### src/rtl/spi_pkg.sv
// Shared SPI FIFO defaults and pointer-width helper, used by the TX and RX
// FIFO instances of the AXI-SPI top.
package spi_pkg;

  localparam int DATA_W_DEF = 8;
  localparam int DEPTH_DEF  = 16;

  // One extra MSB beyond the address lets the pointers tell full from empty.
  function automatic int ptr_w(input int depth);
    return $clog2(depth) + 1;
  endfunction

endpackage

### src/rtl/spi_fifo_mem.sv
// FIFO storage: DEPTH x DATA_W, one synchronous write port and one
// asynchronous read port; deliberately not reset.
module spi_fifo_mem #(
  parameter int DATA_W = 8,
  parameter int DEPTH  = 16,
  parameter int AW     = $clog2(DEPTH)
) (
  input  logic              clk,
  input  logic              we,
  input  logic [AW-1:0]     waddr,
  input  logic [DATA_W-1:0] wdata,
  input  logic [AW-1:0]     raddr,
  output logic [DATA_W-1:0] rdata
);

  logic [DATA_W-1:0] mem_r [DEPTH];

  // Storage write port.
  always_ff @(posedge clk) begin
    if (we) begin
      mem_r[waddr] <= wdata;
    end
  end

  assign rdata = mem_r[raddr];

endmodule

### src/rtl/spi_fifo.sv
// Synchronous first-word-fall-through FIFO with registered status flags,
// threshold flags, occupancy level and sticky overflow/underflow errors.
module spi_fifo
  import spi_pkg::*;
#(
  parameter int DATA_W    = DATA_W_DEF,
  parameter int DEPTH     = DEPTH_DEF,
  parameter int AFULL_TH  = DEPTH - 2,
  parameter int AEMPTY_TH = 2
) (
  input  logic                      s_axi_aclk,
  input  logic                      s_axi_aresetn,
  input  logic                      flush,
  input  logic                      push,
  input  logic [DATA_W-1:0]         wr_data,
  input  logic                      pop,
  output logic [DATA_W-1:0]         rd_data,
  input  logic                      clr_err,
  output logic                      full,
  output logic                      empty,
  output logic                      almost_full,
  output logic                      almost_empty,
  output logic [$clog2(DEPTH):0]    level,
  output logic                      overflow,
  output logic                      underflow
);

  localparam int PW = ptr_w(DEPTH);
  localparam int AW = PW - 1;

  logic [PW-1:0] wr_ptr_r;
  logic [PW-1:0] rd_ptr_r;
  logic [PW-1:0] level_r;
  logic [PW-1:0] level_nxt_s;
  logic          full_r;
  logic          empty_r;
  logic          afull_r;
  logic          aempty_r;
  logic          ovf_r;
  logic          udf_r;
  logic          do_push_s;
  logic          do_pop_s;
  logic          ovf_set_s;
  logic          udf_set_s;

  // A push on a full FIFO is still accepted when the head is popped alongside.
  assign do_push_s = !flush && push && (!full_r || pop);
  assign do_pop_s  = !flush && pop && !empty_r;
  assign ovf_set_s = !flush && push && full_r && !pop;
  assign udf_set_s = !flush && pop && empty_r;

  spi_fifo_mem #(
    .DATA_W (DATA_W),
    .DEPTH  (DEPTH),
    .AW     (AW)
  ) u_mem (
    .clk   (s_axi_aclk),
    .we    (do_push_s),
    .waddr (wr_ptr_r[AW-1:0]),
    .wdata (wr_data),
    .raddr (rd_ptr_r[AW-1:0]),
    .rdata (rd_data)
  );

  // Next occupancy; flush wins over any push/pop in the same cycle.
  always_comb begin
    level_nxt_s = level_r;
    if (flush) begin
      level_nxt_s = {PW{1'b0}};
    end else begin
      case ({do_push_s, do_pop_s})
        2'b10:   level_nxt_s = level_r + {{(PW-1){1'b0}}, 1'b1};
        2'b01:   level_nxt_s = level_r - {{(PW-1){1'b0}}, 1'b1};
        default: level_nxt_s = level_r;
      endcase
    end
  end

  // Pointers, level, status flags and sticky errors.
  always_ff @(posedge s_axi_aclk or negedge s_axi_aresetn) begin
    if (!s_axi_aresetn) begin
      wr_ptr_r <= {PW{1'b0}};
      rd_ptr_r <= {PW{1'b0}};
      level_r  <= {PW{1'b0}};
      full_r   <= 1'b0;
      empty_r  <= 1'b1;
      afull_r  <= 1'b0;
      aempty_r <= 1'b1;
      ovf_r    <= 1'b0;
      udf_r    <= 1'b0;
    end else begin
      if (flush) begin
        wr_ptr_r <= {PW{1'b0}};
        rd_ptr_r <= {PW{1'b0}};
      end else begin
        if (do_push_s) wr_ptr_r <= wr_ptr_r + {{(PW-1){1'b0}}, 1'b1};
        if (do_pop_s)  rd_ptr_r <= rd_ptr_r + {{(PW-1){1'b0}}, 1'b1};
      end
      level_r  <= level_nxt_s;
      full_r   <= (level_nxt_s == PW'(DEPTH));
      empty_r  <= (level_nxt_s == {PW{1'b0}});
      afull_r  <= (level_nxt_s >= PW'(AFULL_TH));
      aempty_r <= (level_nxt_s <= PW'(AEMPTY_TH));
      // A new error in the same cycle as clr_err keeps the flag set.
      ovf_r    <= (ovf_r && !clr_err) || ovf_set_s;
      udf_r    <= (udf_r && !clr_err) || udf_set_s;
    end
  end

  assign full         = full_r;
  assign empty        = empty_r;
  assign almost_full  = afull_r;
  assign almost_empty = aempty_r;
  assign level        = level_r;
  assign overflow     = ovf_r;
  assign underflow    = udf_r;

endmodule

### config.mk
export PLATFORM = sky130hd
export DESIGN_NAME = spi_fifo
export DESIGN_NICKNAME = d
export VERILOG_FILES = /design/src/rtl/spi_pkg.sv /design/src/rtl/spi_fifo_mem.sv /design/src/rtl/spi_fifo.sv
export SDC_FILE = /design/constraint.sdc
export NUM_CORES = 1
export LEC_CHECK = 0
export ABC_AREA = 1
export BUFFER_PORTS_ARGS = -buffer_cell sky130_fd_sc_hd__buf_4
export CAP_MARGIN = 10
export CORE_MARGIN = 1
export CORE_UTILIZATION = 60
export DETAILED_ROUTE_END_ITERATION = 16
export GPL_TIMING_DRIVEN = 0
export HOLD_SLACK_MARGIN = 0.1
export PLACE_DENSITY = 0.79
export SETUP_SLACK_MARGIN = 0.02
export SLEW_MARGIN = 15
export SYNTH_ARGS = -nofsm -noshare
export SYNTH_HDL_FRONTEND = slang
export SYNTH_HIERARCHICAL = 1
export SYNTH_SLANG_ARGS = --single-unit
export TNS_END_PERCENT = 100
### constraint.sdc
create_clock -name s_axi_aclk -period 4 [get_ports s_axi_aclk]
set_input_delay 0.8 -clock s_axi_aclk [delete_from_list [all_inputs] [get_ports s_axi_aclk]]
set_output_delay 0.8 -clock s_axi_aclk [all_outputs]
set_load 0.005 [all_outputs]
Word-level counts from Yosys, hierarchy flattened
Memory sizes are Yosys's and may differ from the RTL's.
Cells that the tools add are included.
{ "op_classes": {"n_addsub": 4, "magnitude_cmp": 2, "eq_ne": 3, "muxes": 8, "n_reduce_logical": 20} }
{ "ops": {"columns": ["operator", "count"], "rows": [
  ["5-bit two-way mux", 5],
  ["5-bit by 1-bit adder with 5-bit output, second input constant", 3],
  ["5-bit case mux with 2 select lines", 1],
  ["1-bit logical AND", 9],
  ["5-bit == test, second input constant", 1],
  ["5-bit by 4-bit >= comparator with 1-bit output, second input constant", 1],
  ["5-bit by 2-bit less-or-equal comparator with 1-bit output, second input constant", 1],
  ["1-bit logical NOT", 5],
  ["5-bit logical NOT", 1],
  ["5-bit by 1-bit subtractor with 5-bit output, second input constant", 1],
  ["2-bit nonzero test", 2],
  ["1-bit logical OR", 3],
  ["2-bit by 1-bit == test with 1-bit output, second input constant", 1],
  ["2-bit == test, second input constant", 1],
  ["1-bit two-way mux", 2]
]} }
{ "word_totals": {"regBits": 21, "mem_bits_rw": 128, "inputBits": 14, "word_cells": 47, "memories": 1} }
{ "memory_table": {"columns": ["memory", "depth", "word_bits", "rd", "rd_ports_with_merged_regs", "wr", "line", "text"], "rows": [
  ["u_mem.mem_r", 16, 8, 1, 0, 1, "spi_fifo_mem.sv:16", "logic [DATA_W-1:0] mem_r [DEPTH];"]
]} }

Longest topological paths before layout
{ "depth": {"word_depth": 7, "mapped_depth": 18, "depth_no_buf": 17} }

Cells and area by module
The synthesis kept the hierarchy.
{ "by_module_without_submodules": {"columns": ["mod", "instances", "cells_per_inst", "area_each_um2", "seq_area_each_um2"], "rows": [
  ["spi_fifo_mem", 1, 543, 5606.6, 3843.7],
  ["spi_fifo", 1, 134, 1122.3, 478.0]
]} }

Worst setup path after synthesis
OpenSTA, ideal clock, no wires.
{ "synth_timing": {"path_kind": "in2reg", "start": "input port flush", "end": "register full_r, in the netlist full", "setup_time_ns": 0.117, "arrival_time_ns": 2.166, "required_time_ns": 3.883, "path_slack_ns": 1.717, "path_stages": 15, "n_path_buf": 1, "path_cell_list": "buf_6 > inv_8 > nand2_4 > nor2_8 > nand2_4 > nand2_2 > nand2_2 > ha_1 > nor2_1 > nor3_1 > inv_1 > nand2_1 > nor2_2 > nand2_2 > nor2_1"} }
{ "synth_between": {"elab_chain_cells": 7, "word_cells_on_any_way": 10, "classes_between": "eq/ne: 3; mux: 2; reduce/logical: 5"} }
{ "synth_lines": {"columns": ["element", "line", "text"], "rows": [
  ["start, declared", "spi_fifo.sv:13", "input logic flush,"],
  ["1-bit logical NOT", "spi_fifo.sv:47, spi_fifo.sv:48", null],
  ["1-bit logical AND (on tied branches) (2 in series)", "spi_fifo.sv:48, spi_fifo.sv:47", null],
  ["2-bit by 1-bit == test with 1-bit output / 2-bit == test (equally long branches)", "spi_fifo.sv:71", "case ({do_push_s, do_pop_s})"],
  ["5-bit case mux with 2 select lines", "spi_fifo.sv:71", null],
  ["5-bit two-way mux *", "spi_fifo.sv:68", "if (flush) begin"],
  ["named net level_nxt_s[1]", "spi_fifo.sv:34", "logic [PW-1:0] level_nxt_s;"],
  ["5-bit == test *", "spi_fifo.sv:100", "full_r <= (level_nxt_s == PW'(DEPTH));"],
  ["end signal, assigned", "spi_fifo.sv:100", null],
  ["end, declared", "spi_fifo.sv:35", "logic full_r;"]
]} }
Mark *: on every way through the listed nets, which the timed path passes. The rest lies on a longest branch.
A chain may end at the register's enable or synchronous reset.

Worst setup path after layout
{ "layout_timing": {"start": "register rd_ptr_r[0]", "end": "output port rd_data[3]"} }
{ "layout_between": {"elab_chain_cells": 1} }
{ "layout_lines": {"columns": ["element", "line", "text"], "rows": [
  ["start, declared", "spi_fifo.sv:32", "logic [PW-1:0] rd_ptr_r;"],
  ["start signal, assigned", "spi_fifo.sv:83", "rd_ptr_r <= {PW{1'b0}};"],
  ["start signal, assigned", "spi_fifo.sv:94", "rd_ptr_r <= {PW{1'b0}};"],
  ["start signal, assigned", "spi_fifo.sv:97", "if (do_pop_s) rd_ptr_r <= rd_ptr_r + {{(PW-1){1'b0}}, 1'b1};"],
  ["memory 16 x 8 bit", null, null],
  ["end, declared", "spi_fifo.sv:17", "output logic [DATA_W-1:0] rd_data,"]
]} }
No other way between the ends.

==> metrics <==
outcome=finished clean; hpwl dp=10,540 um; most area-hungry cell type in the Yosys netlist=edfxtp_1; Starting Density=0.6180; Cell variety after synth=30; gr ovfl total=0; core area=10,890 um^2; CP Capture Type=primary output; Largest stage delay, worst path=0.45 ns; via count=4,905; most common cell in the netlist=nand2_1; DR vias/cell=5.580; All-Layer GR Usage=0.2991; diode count=0; CP startpoint=rd_ptr_r[0]$_DFFE_PN0P_; Site Rows=38; fillers=772; fmax=335.3 MHz; layout cells sized above 1=0.1543; total CTS buffers=17; main area contributors after synthesis=edfxtp_1 (57%), nand2_1 (11%), nand3_1 (8.1%); clk_lat worst skew=0.53 ns; Post-CTS Setup Inserts=0; worst reg-to-reg path cell count=5; Boundary Pins=33; WL per Instance=18.04 um; share of the synthesized area in the top cell type=0.5712; port bufs=31; # setup viols final=0; Die Ht=107.9 um; initial DRC count=442; Layout Skew=0.009997 ns; Power per Cell Area=535.0 nW/um^2; ys flop type=edfxtp_1; H-tree levels=4; Min Hold Slack=0.1285 ns; total of max-cap violations=0; Worst R2R Start=full$_DFF_PN0_; final antenna-violating net count=0; reg2reg end=u_mem/mem_r[13][5]$_DFFE_PP_; First-pass DRT Iterations=5; Clk pwr share=0.388; Slowest-stage cell, CP=dfrtp_1; Max-Slew Margin vs Limit=0.3367; synthesized flop and latch total=147; CP required=3.20 ns; Placer Congestion=0.9659; Die X=107.9 um; Peak VDD IR=326.7 uV; worst slew pin tran=0.9913 ns; Post-synth ARST share=0.1293; CTS tree=yes; Crit Path Category=register to primary output; Gates resized, CTS repair=0; leading post-synthesis cells by instance count=nand2_1 (191), edfxtp_1 (128), inv_1 (120); routed wire length=15,860 um; vias in the first global route=4,725; switching part of the total power=0.2740; worst-path cell chain=inv_2 > buf_2 > nand2_1 > nand3_1 > nand3_1 > nand3_1 > nand2_1 > buf_4; period utilisation layout=0.7455; unrepaired setup endpoints after global routing=false; Synth warnings=6; synth-to-layout area growth=15.01%; die area=11,640 um^2; register area share after synthesis=0.6422; Mapped Area=6729 um^2; CP most frequent cell=nand3_1; CTS sink cnt=147; Synth Instances=677; internal reg-to-reg setup slack=1.84 ns; Mapped Avg Cell Area=9.939 um^2; worst-path fanout max=10; P_sw=1.134 mW; crit start category=register; Clock Root Buffer=clkbuf_8; Sequential Power Share=0.424; Int Pwr=3.006 mW; worst min path class=primary input to async pin; # DRC=0; Comb pwr share=0.187; Pleak=3.427 nW; first-pass GRT wire length=24,780 um; Final #Nets=745; Worst EP arrival=2.18 ns; Buf/Inv on CP=3; antenna violations before repair=0; Clock transition at path regs=0.06 ns; post-layout min period=2.982 ns; maximum clock insertion buffer count=2; Fin. Hold Viols=0; largest net degree at the start of global routing=20; setup TNS=0 ns; CTS Hold Bufs=0; syn nets=695; EDFF count, synth=128; critical path's top delay family=buffers and inverters; Slew Limit Fails=0
==> cells by family (layout without fill, tap and decap cells) <==
| kind of cell | count (synthesis) | after routing | synth area share |
|---|---|---|---|
| simple gates | 356 | 356 | 0.2363 |
| buf+inv | 151 | 213 | 0.09781 |
| flops | 147 | 147 | 0.6422 |
| fa+ha+maj | 4 | 4 | 0.007438 |
| xor+xnor | 1 | 1 | 0.001302 |
| compound gates | 18 | 18 | 0.01488 |
==> layer usage <==
metal	wire length, um	part of all wire	global-route usage	vias to the layer above
met5	0	0	0	-
met4	427	0.027	0.1321	0
met3	1527	0.096	0.07688	31
met2	7656	0.48	0.4707	278
met1	6249	0.39	0.3941	2312
li1	-	-	-	2284
==> final cells by class <==
type | count | area, um^2 | share of cell area
Multi-Input combinational cell | 379 | 1749 | 0.2260
Tap cell | 140 | 175.2 | 0.02264
Clock inverter | 13 | 183.9 | 0.02377
Sequential cell | 147 | 4322 | 0.5584
Buffer | 25 | 177.7 | 0.02296
Timing Repair Buffer | 31 | 232.7 | 0.03007
Clock buffer | 18 | 417.9 | 0.05400
Inverter | 126 | 480.5 | 0.06209
==> through the flow <==
step | instance area (um^2) | util | worst slack [ns] | power, mW | cells
6_report | 7739 | 0.7108 | 1.018 | 4.140 | 879
3_5_place_dp | 7137 | 0.6555 | 1.353 | 2.542 | 848
3_3_place_gp | 7137 | 0.6555 | 1.386 | 2.522 | 848
5_1_grt | 7739 | 0.7108 | 0.9183 | 4.297 | 879
2_1_floorplan | 6729 | - | 1.717 | 2.257 | 677
4_1_cts | 7739 | 0.7108 | 1.024 | 4.150 | 879
==> cells in the final DEF, fill, tap and decap left out, types with 7 or more instances in the layout <==
| cell | Yosys | final |
|---|---|---|
| nand2_1 | 191 | 191 |
| buf_2 | 13 | 13 |
| edfxtp_1 | 128 | 128 |
| buf_6 | 7 | 7 |
| clkbuf_16 | 0 | 16 |
| buf_4 | 4 | 35 |
| dfrtp_1 | 17 | 17 |
| inv_1 | 120 | 120 |
| a21oi_1 | 7 | 7 |
| nand3_1 | 109 | 109 |
| nor2_1 | 28 | 28 |
| nand2_2 | 10 | 10 |
==> power by group through the flow <==
stage | logic, mW | clock network, mW | registers, mW
after floorplan | 0.473 | 0 | 1.78
after detailed placement | 0.754 | 0 | 1.79
after global routing | 0.845 | 1.69 | 1.76
final | 0.775 | 1.61 | 1.76
after global placement | 0.736 | 0 | 1.79
after CTS | 0.765 | 1.63 | 1.76
==> how the worst max path moves through the flow <==
stage	cells after the start	slack (ns)	to
global route	9	0.92	rd_data[7]
detailed placement	6	1.35	u_mem/mem_r[13][6]$_DFFE_PP_
floorplan	15	1.72	full$_DFF_PN0_
CTS	8	1.02	rd_data[3]
finish	8	1.02	rd_data[3]
global placement	6	1.39	u_mem/mem_r[7][7]$_DFFE_PP_
==> sequential cells by signal (all words and copies together) (netlist names) <==
name	cells
almost_empty	1
level	5
overflow	1
wr_ptr_r	4
empty	1
underflow	1
full	1
almost_full	1
u_mem/mem_r	128
rd_ptr_r	4
(Power assumes the default switching activity.)
